<file path="src/rtl/regfile_bram_mt_if.sv">
// Port bundle for the multi-thread register file: write sources, write/read
// control, clear-engine control and status.
// master = CPU-side driver, slave = register file.
interface regfile_bram_mt_if #(
  parameter int WIDTH     = 16,
  parameter int N_THREADS = 16,
  parameter int N_REGS    = 16,
  parameter int N_SRC     = 4
);
  // MSB(N-1) for N >= 2 equals $clog2(N)-1.
  localparam int TMSB = $clog2(N_THREADS) - 1;
  localparam int AMSB = $clog2(N_REGS) - 1;
  localparam int SMSB = $clog2(N_SRC) - 1;

  logic [N_SRC*WIDTH-1:0] din_flat;
  logic [SMSB:0]          din_select;
  logic                   wr_en;
  logic [TMSB:0]          wr_thread_num;
  logic [AMSB:0]          wr_addr;
  logic                   rd_en0;
  logic [TMSB:0]          rd_thread_num;
  logic [AMSB:0]          rd_addr;
  logic                   rd_en1;
  logic [WIDTH-1:0]       dout;
  logic                   clr_start;
  logic [TMSB:0]          clr_thread_num;
  logic                   clr_busy;
  logic                   clr_done;

  modport master (
    output din_flat, din_select, wr_en, wr_thread_num, wr_addr,
    output rd_en0, rd_thread_num, rd_addr, rd_en1,
    output clr_start, clr_thread_num,
    input  dout, clr_busy, clr_done
  );

  modport slave (
    input  din_flat, din_select, wr_en, wr_thread_num, wr_addr,
    input  rd_en0, rd_thread_num, rd_addr, rd_en1,
    input  clr_start, clr_thread_num,
    output dout, clr_busy, clr_done
  );
endinterface

</file>
<file path="src/rtl/regfile_bram_mt.sv">
// Multi-thread register file in block RAM with same-cycle write forwarding
// and a background per-thread clear engine.
// Latency: write visible to a read in the same cycle; read rd_en0@t, rd_en1@t+1 -> dout@t+2.
// Backpressure: none; an external write steals the write port from the clear engine for that cycle.
// Ports: CLK, rst_n (async active-low); bus (slave modport) carries din_flat/din_select,
//        wr_en/wr_thread_num/wr_addr, rd_en0/rd_thread_num/rd_addr, rd_en1, dout,
//        clr_start/clr_thread_num, clr_busy, clr_done.
module regfile_bram_mt #(
  parameter int WIDTH     = 16,
  parameter int N_THREADS = 16,
  parameter int N_REGS    = 16,
  parameter int N_SRC     = 4
) (
  input  logic              CLK,
  input  logic              rst_n,
  regfile_bram_mt_if.slave  bus
);
  localparam int TMSB  = $clog2(N_THREADS) - 1;
  localparam int AMSB  = $clog2(N_REGS) - 1;
  localparam int AW    = TMSB + AMSB + 2;
  localparam int DEPTH = N_THREADS * N_REGS;
  localparam logic [AMSB:0] LAST_REG = (AMSB + 1)'(N_REGS - 1);

  typedef enum logic {IDLE, CLEAR} state_t;

  state_t         state;
  logic [TMSB:0]  clr_thread;
  logic [AMSB:0]  clr_cnt;
  logic           clr_busy_q;
  logic           clr_done_q;

  logic [WIDTH-1:0] mem [DEPTH];
  logic [WIDTH-1:0] rd_r;
  logic [WIDTH-1:0] dout_q;

  logic [WIDTH-1:0] src_dat;
  logic             clr_wr;
  logic             mem_we;
  logic [AW-1:0]    mem_waddr;
  logic [WIDTH-1:0] mem_wdat;
  logic [AW-1:0]    mem_raddr;
  logic             fwd;

  // Source mux; any select value without a matching source falls back to
  // source 0 (thread memory).
  always_comb begin
    src_dat = bus.din_flat[WIDTH-1:0];
    for (int k = 1; k < N_SRC; k++) begin
      if (int'(bus.din_select) == k) begin
        src_dat = bus.din_flat[k*WIDTH +: WIDTH];
      end
    end
  end

  // Single write port: the external write always wins, the clear engine
  // only uses otherwise idle cycles.
  always_comb begin
    clr_wr    = (state == CLEAR) && !bus.wr_en;
    mem_we    = bus.wr_en || clr_wr;
    mem_waddr = bus.wr_en ? {bus.wr_thread_num, bus.wr_addr} : {clr_thread, clr_cnt};
    mem_wdat  = bus.wr_en ? src_dat : '0;
    mem_raddr = {bus.rd_thread_num, bus.rd_addr};
    fwd       = mem_we && (mem_waddr == mem_raddr);
  end

  // Storage has no reset so it maps onto block RAM; a clear interrupted by
  // reset leaves already-zeroed words zero.
  always_ff @(posedge CLK) begin
    if (mem_we) begin
      mem[mem_waddr] <= mem_wdat;
    end
  end

  // Stage 0 captures the BRAM word, or the word being written this cycle so
  // a read always sees writes of the same cycle. Stage 1 is a fabric register.
  always_ff @(posedge CLK or negedge rst_n) begin
    if (!rst_n) begin
      rd_r   <= '0;
      dout_q <= '0;
    end else begin
      if (bus.rd_en0) begin
        rd_r <= fwd ? mem_wdat : mem[mem_raddr];
      end
      if (bus.rd_en1) begin
        dout_q <= rd_r;
      end
    end
  end

  // Clear engine. clr_start while busy is ignored; in the clr_done cycle the
  // FSM is already IDLE, so a back-to-back start is accepted.
  always_ff @(posedge CLK or negedge rst_n) begin
    if (!rst_n) begin
      state      <= IDLE;
      clr_thread <= '0;
      clr_cnt    <= '0;
      clr_busy_q <= 1'b0;
      clr_done_q <= 1'b0;
    end else begin
      clr_done_q <= 1'b0;
      case (state)
        IDLE: begin
          if (bus.clr_start) begin
            state      <= CLEAR;
            clr_thread <= bus.clr_thread_num;
            clr_cnt    <= '0;
            clr_busy_q <= 1'b1;
          end
        end
        CLEAR: begin
          // A cycle with an external write is a stall: nothing advances.
          if (!bus.wr_en) begin
            if (clr_cnt == LAST_REG) begin
              state      <= IDLE;
              clr_cnt    <= '0;
              clr_busy_q <= 1'b0;
              clr_done_q <= 1'b1;
            end else begin
              clr_cnt <= clr_cnt + 1'b1;
            end
          end
        end
        default: begin
          state      <= IDLE;
          clr_busy_q <= 1'b0;
        end
      endcase
    end
  end

  assign bus.dout     = dout_q;
  assign bus.clr_busy = clr_busy_q;
  assign bus.clr_done = clr_done_q;
endmodule
</file>
<file path="src/flat_wrapper.sv">
// flat-port wrapper written by rule: the top's interface ports become plain ports
module regfile_bram_mt_flat 
#(
  parameter int WIDTH     = 16,
  parameter int N_THREADS = 16,
  parameter int N_REGS    = 16,
  parameter int N_SRC     = 4
)
  (CLK, rst_n, bus_din_flat, bus_din_select, bus_wr_en, bus_wr_thread_num, bus_wr_addr, bus_rd_en0, bus_rd_thread_num, bus_rd_addr, bus_rd_en1, bus_clr_start, bus_clr_thread_num, bus_dout, bus_clr_busy, bus_clr_done);
  regfile_bram_mt_if #(.WIDTH(WIDTH), .N_THREADS(N_THREADS), .N_REGS(N_REGS), .N_SRC(N_SRC)) bus_i ();
  input  logic CLK;
  input  logic rst_n;
  input wire logic [$bits(bus_i.din_flat)-1:0] bus_din_flat;
  input wire logic [$bits(bus_i.din_select)-1:0] bus_din_select;
  input wire logic [$bits(bus_i.wr_en)-1:0] bus_wr_en;
  input wire logic [$bits(bus_i.wr_thread_num)-1:0] bus_wr_thread_num;
  input wire logic [$bits(bus_i.wr_addr)-1:0] bus_wr_addr;
  input wire logic [$bits(bus_i.rd_en0)-1:0] bus_rd_en0;
  input wire logic [$bits(bus_i.rd_thread_num)-1:0] bus_rd_thread_num;
  input wire logic [$bits(bus_i.rd_addr)-1:0] bus_rd_addr;
  input wire logic [$bits(bus_i.rd_en1)-1:0] bus_rd_en1;
  input wire logic [$bits(bus_i.clr_start)-1:0] bus_clr_start;
  input wire logic [$bits(bus_i.clr_thread_num)-1:0] bus_clr_thread_num;
  output wire logic [$bits(bus_i.dout)-1:0] bus_dout;
  output wire logic [$bits(bus_i.clr_busy)-1:0] bus_clr_busy;
  output wire logic [$bits(bus_i.clr_done)-1:0] bus_clr_done;
  assign bus_i.din_flat = bus_din_flat;
  assign bus_i.din_select = bus_din_select;
  assign bus_i.wr_en = bus_wr_en;
  assign bus_i.wr_thread_num = bus_wr_thread_num;
  assign bus_i.wr_addr = bus_wr_addr;
  assign bus_i.rd_en0 = bus_rd_en0;
  assign bus_i.rd_thread_num = bus_rd_thread_num;
  assign bus_i.rd_addr = bus_rd_addr;
  assign bus_i.rd_en1 = bus_rd_en1;
  assign bus_i.clr_start = bus_clr_start;
  assign bus_i.clr_thread_num = bus_clr_thread_num;
  assign bus_dout = bus_i.dout;
  assign bus_clr_busy = bus_i.clr_busy;
  assign bus_clr_done = bus_i.clr_done;
  regfile_bram_mt #(.WIDTH(WIDTH), .N_THREADS(N_THREADS), .N_REGS(N_REGS), .N_SRC(N_SRC)) u_core (.CLK(CLK), .rst_n(rst_n), .bus(bus_i));
endmodule
</file>
<file path="config.mk">
export PLATFORM = sky130hd
export DESIGN_NAME = regfile_bram_mt_flat
export DESIGN_NICKNAME = d
export VERILOG_FILES = /design/src/rtl/regfile_bram_mt_if.sv /design/src/rtl/regfile_bram_mt.sv /design/src/flat_wrapper.sv
export SDC_FILE = /design/constraint.sdc
export NUM_CORES = 2
export LEC_CHECK = 0
export BUFFER_PORTS_ARGS = -buffer_cell sky130_fd_sc_hd__buf_2
export CAP_MARGIN = 20
export CORE_MARGIN = 3
export CORE_UTILIZATION = 30
export CTS_BUF_LIST = sky130_fd_sc_hd__clkbuf_4 sky130_fd_sc_hd__clkbuf_8 sky130_fd_sc_hd__clkbuf_16
export DETAILED_ROUTE_END_ITERATION = 10
export PLACE_DENSITY_LB_ADDON = 0.08
export REMOVE_ABC_BUFFERS = 1
export SYNTH_ARGS = -nofsm -noshare
export SYNTH_HDL_FRONTEND = slang
export SYNTH_SLANG_ARGS = --single-unit
</file>
<file path="constraint.sdc">
create_clock -name CLK -period 3.1 [get_ports CLK]
set_clock_uncertainty 0.1 [all_clocks]
set_input_delay 0.62 -clock CLK [delete_from_list [all_inputs] [get_ports CLK]]
set_output_delay 0.62 -clock CLK [all_outputs]
set_load 0.01 [all_outputs]
</file>
==> Yosys cells after proc, flatten, opt, wreduce, memory -nomap -nowiden <==
Memory sizes are Yosys's and may differ from the RTL's. A register that Yosys moved wholly into a read port is not among the register bits.
Index checks and enable logic that the tools add are counted.
{ "word_totals": {"latchBits": 0, "memories": 1, "mem_bits_ro": 0, "ram_bits": 4096, "reg_bits": 27, "output_inout_bits": 18, "input_bits": 92} }
{ "op_classes": {"div": 0, "multipliers": 0, "n_shift": 0, "n_mux": 22, "eq_ne": 7, "reduce_logical": 7, "bitwise_logic": 1, "order_cmp": 0, "add_sub_neg": 1} }
{ "memory_table": {"columns": ["name", "depth", "word_bits", "read_ports", "rd_clocked_by_memory_dff", "write_ports", "line_no", "source"], "rows": [
  ["u_core.mem", 256, 16, 1, 1, 1, "regfile_bram_mt.sv:32", "logic [WIDTH-1:0] mem [DEPTH];"]
]} }
{ "ops": {"columns": ["operator", "n"], "rows": [
  ["two-way mux 16 bit", 4],
  ["two-way mux 4 bit", 3],
  ["two-way mux 1 bit", 11],
  ["two-way mux 8 bit", 1],
  ["one-hot mux 4 bit (2 select lines)", 1],
  ["inequality test 2 bit, second input constant", 3],
  ["adder 4 x 1 -> 4 bit, second input constant", 1],
  ["equality test 2 bit, second input constant", 2],
  ["equality test 4 bit, second input constant", 1],
  ["one-hot mux 1 bit (2 select lines)", 2],
  ["AND reduction 2 bit", 2],
  ["AND reduction 3 bit", 1],
  ["equality test 2 x 1 -> 1 bit, second input constant", 1],
  ["logical NOT 1 bit", 2],
  ["logical AND 1 bit", 1],
  ["logical OR 1 bit", 1],
  ["NOT 1 bit", 1]
]} }

==> Depth between registers and ports, before layout <==
{ "depth": {"ltp_word": 5, "mapped_depth": 14} }

==> Worst setup path before layout <==
No wires, ideal clock.
{ "synth_timing": {"path_type": "input to register", "start": "input bus_din_select[0]", "end": "memory u_core.mem[0][15] (data pin)", "required_time_ns": 2.131, "n_path_buf": 2, "path_stages": 4, "setup_ns": 0.869, "path_slack_ns": -3.004, "arrival_time_ns": 5.135, "cell_sequence": "clkbuf_1 > buf_1 > mux4_2 > and2_1"} }
{ "synth_between": {"elab_chain_cells": 5, "elab_cells_between_ends": 7, "classes_between": "3 x eq/ne; 4 x mux"} }
{ "synth_lines": {"columns": ["element", "line_no", "source"], "rows": [
  ["start: declaration", "flat_wrapper.sv:14", "input wire logic [$bits(bus_i.din_select)-1:0] bus_din_select;"],
  ["equality test 2 bit", "regfile_bram_mt.sv:49", "if (int'(bus.din_select) == k) begin"],
  ["two-way mux 16 bit (2 in a row)", "regfile_bram_mt.sv:49", null],
  ["two-way mux 16 bit *", "regfile_bram_mt.sv:49", null],
  ["two-way mux 16 bit *", "regfile_bram_mt.sv:61", "mem_wdat = bus.wr_en ? src_dat : '0;"],
  ["net u_core.mem_wdat[15]", "regfile_bram_mt.sv:40", "logic [WIDTH-1:0] mem_wdat;"],
  ["end: declaration", "regfile_bram_mt.sv:32", null]
]} }
Mark *: on every way through the listed nets, which the timed path passes. The rest lies on a longest branch.

==> metrics <==
Rows 267; CTS clock-pin slew for the worst setup and hold paths around 0.06 ns; Core Util, Final a little under two fifths; RSZ-0062 raised after global routing no; status finished, violations left; Max Cap Viol 0; area fraction of the dominant cell type after synthesis between 70% and 80%; Rel. slew slack between 20% and 30%; final WL 533 mm; asr flop ratio synth under 10%; Setup WS post-layout -0.0328 ns; largest net degree at the start of global routing between 100 and 150; Sw Pwr a little under 30000 uW; die area 0.542 mm2; cell accounting for the most synthesized area edfxtp_1; Power Density about 640 mW/mm2; minimum clock period 3.13 ns; CTS Sinks approximately 4100; fin crit share 101%; worst-path fanout max 31; Clk pwr share 42.7%; drc violations 0; synthesis-stage register bit count about 4100; DR pass1 iterations 7; Peak VDD IR a little over 0.0005 V; global-route wire length before repair a little over 700 mm; worst r2r src u_core.mem[2][3]; synthesized area per cell around 22 um2; CTS root buf clkbuf_16; vias about 81000; Post-synth EDFFs roughly 4100; DP HPWL 350 mm; vias in the first global route roughly 84000; ys flop type edfxtp_1; cell with the most instances after synthesis edfxtp_1; Worst Setup Start Kind primary input; setup bufs post-CTS 0; CP Class primary input to flip-flop; pin slew with the least headroom to its limit 1.06 ns; post-route ant nets 0; internal power between 90000 and 100000 uW; Worst Setup SP bus_rd_addr[0]; Critical Path RT 3.95 ns; CP Capture Type flip-flop; area growth from synthesis to layout 23.6%; GP Congestion around 0.80; Seq/Total Area, Yosys between 70 and 80%; initial antenna violation count 52; layout cells sized above 1 37.7%; NumNets Final 8794; insertion delay to the later sink of the worst-skew pair ~1.0 ns; GRT Overall Usage between 10% and 20%; routed length per instance ~33 um; final setup vio count 2; cts bufs inserted ~460; Sw Share 22.9%; synth top area cells edfxtp_1, mux4_2, mux2i_1; cell count after synthesis 7293; Die Y 736 um; Post-Layout Cell Count approximately 16000; Post-synth top cells edfxtp_1, mux4_2, nor2_1, nand2_1, mux2i_1; Hold Violations, Final 0; Ys Warns 0; CP peak stage delay 0.85 ns; Fmax achieved between 300 and 400 MHz; vias per cell ~5; final slew viol count 0; P_leak approximately 0.064 uW; CTS tree done; critical path arrival 3.98 ns; gr ovfl total 0; CP cell instances buf_12 > buf_4 > buf_12 > mux4_2 > nand2_1 > and3_1 > a311oi_1 > nor4_2 > buf_4 > a211oi_2 > a221o_1; Distinct cells, synth 71; Ports 110; Max clock buf depth 4; placed cells ~15000; Sequential Power Share about half; Gate power share under 10%; critical path's slowest cell a311oi_1; I/O Buffers 109; Post-Syn Area about 0.16 mm2; Initial DRC Count 7674; Initial Utilization 30.2%; htree depth 5; Die X about 740 um; hold crit path type primary input to asynchronous set/reset pin; Core Area roughly 0.53 mm2; failing checks negative setup slack
==> what timing repair did <==
item / CTS / global route
hold buffers: 6 / 0
hold endpoints to repair: 48 / 0
resized for setup: 10 / 5
endpoints found under the setup margin: 5 / 5
gates cloned: 0 / 0
==> power groups by stage <==
stage	Combinational [uW]	Sequential, uW	Clock [uW]
final	9950	63000	54400
after global routing	10500	63000	58100
after CTS	10200	63000	55900
after detailed placement	10100	64100	0
after global placement	10000	64100	0
after floorplan	3480	64300	0
==> stage by stage <==
| step | cell area [um2] | setup TNS [ns] | setup slack, ns | total power (uW) | hold WS [ns] |
|---|---|---|---|---|---|
| final | 198000 | -0.0497 | -0.0328 | 127000 | 0.0871 |
| after detailed placement | 182000 | -121.91 | -1.64 | 74300 | 0.390 |
| after global placement | 182000 | -199.38 | -1.63 | 74200 | 0.395 |
| after floorplan | 158000 | -8499.13 | -2.07 | 67800 | 0.224 |
| after CTS | 198000 | 0 | 0.00720 | 129000 | 0.00427 |
| after global routing | 198000 | 0 | 0.0111 | 132000 | 0.0811 |
==> flip-flops by register name, indices dropped and copies added (netlist names) <==
register and cells:
u_core.bus.clr_busy 1, u_core.clr_cnt 4, u_core.clr_thread 4, u_core.state 1, u_core.rd_r 16, u_core.bus.clr_done 1
u_core.bus.dout 16, u_core.mem 4096
==> per-layer routing <==
layer / wire length [um] / track usage, % / up-vias
li1: - / - / 33700
met4: 10800 / 3.65 / 4
met2: 253000 / 31.3 / 2108
met3: 26300 / 2.75 / 556
met5: 23 / 0 / -
met1: 243000 / 28.0 / 45000
==> worst max-delay path, delay by kind of cell <==
family	cells	cell delay, ns
compound gates	3	1.59
buf+inv	4	0.87
mux	1	0.27
simple gates	3	0.51
==> cell families after synthesis <==
kind of cell               count (synthesis)  synth area share [%]
xor gates and xnor gates                  10                0.0548
muxes                                   1299                  16.1
DFF                                     4139                  77.6
AOI/OAI and AO/OA                        516                  2.32
and+or+nand+nor                          891                  2.48
adders and majority gates                  1               0.00782
buffers and inverters                    437                  1.49
==> layout make-up <==
| class | instances | area (um2) |
|---|---|---|
| clock inverter | 254 | 2560 |
| timing repair buffer | 1364 | 15400 |
| clock buffer | 576 | 12400 |
| sequential | 4139 | 124000 |
| multi-input combinational | 2717 | 34300 |
| fill | 48200 | 332000 |
| antenna | 18 | 45.0 |
| inverter | 20 | 87.6 |
| tap | 6994 | 8750 |
==> placed cells by master, fill, tap and decap left out, types with 29 or more instances in the layout <==
cell and n:
clkinv_2 62, bufinv_16 45, buf_4 818, dfrtp_1 43
mux2_2 31, buf_2 104, mux4_2 1009, nand2_1 280
a22o_1 29, o22ai_1 48, a22oi_1 159, edfxtp_1 4096
a21oi_1 60, nor2_2 217, nor2_1 110, buf_12 434
clkinv_1 112, o21ai_0 39, mux2i_1 257, nand3_1 95
clkbuf_4 114, a31oi_1 29, clkbuf_16 460
==> path summary, 6_finish.rpt <==
check                                       to  slack (ns)  cells past startpoint
max in group asynchronous    u_core.clr_cnt[1]        2.17                      2
setup / recovery                u_core.rd_r[3]       -0.03                     11
min in group CLK               u_core.rd_r[13]        0.12                      4
hold reg to reg             u_core.bus.dout[8]        0.41                      1
setup reg to reg                u_core.rd_r[3]        0.06                      8
hold / removal             u_core.bus.dout[10]        0.09                      2
(Power assumes the default switching activity.)
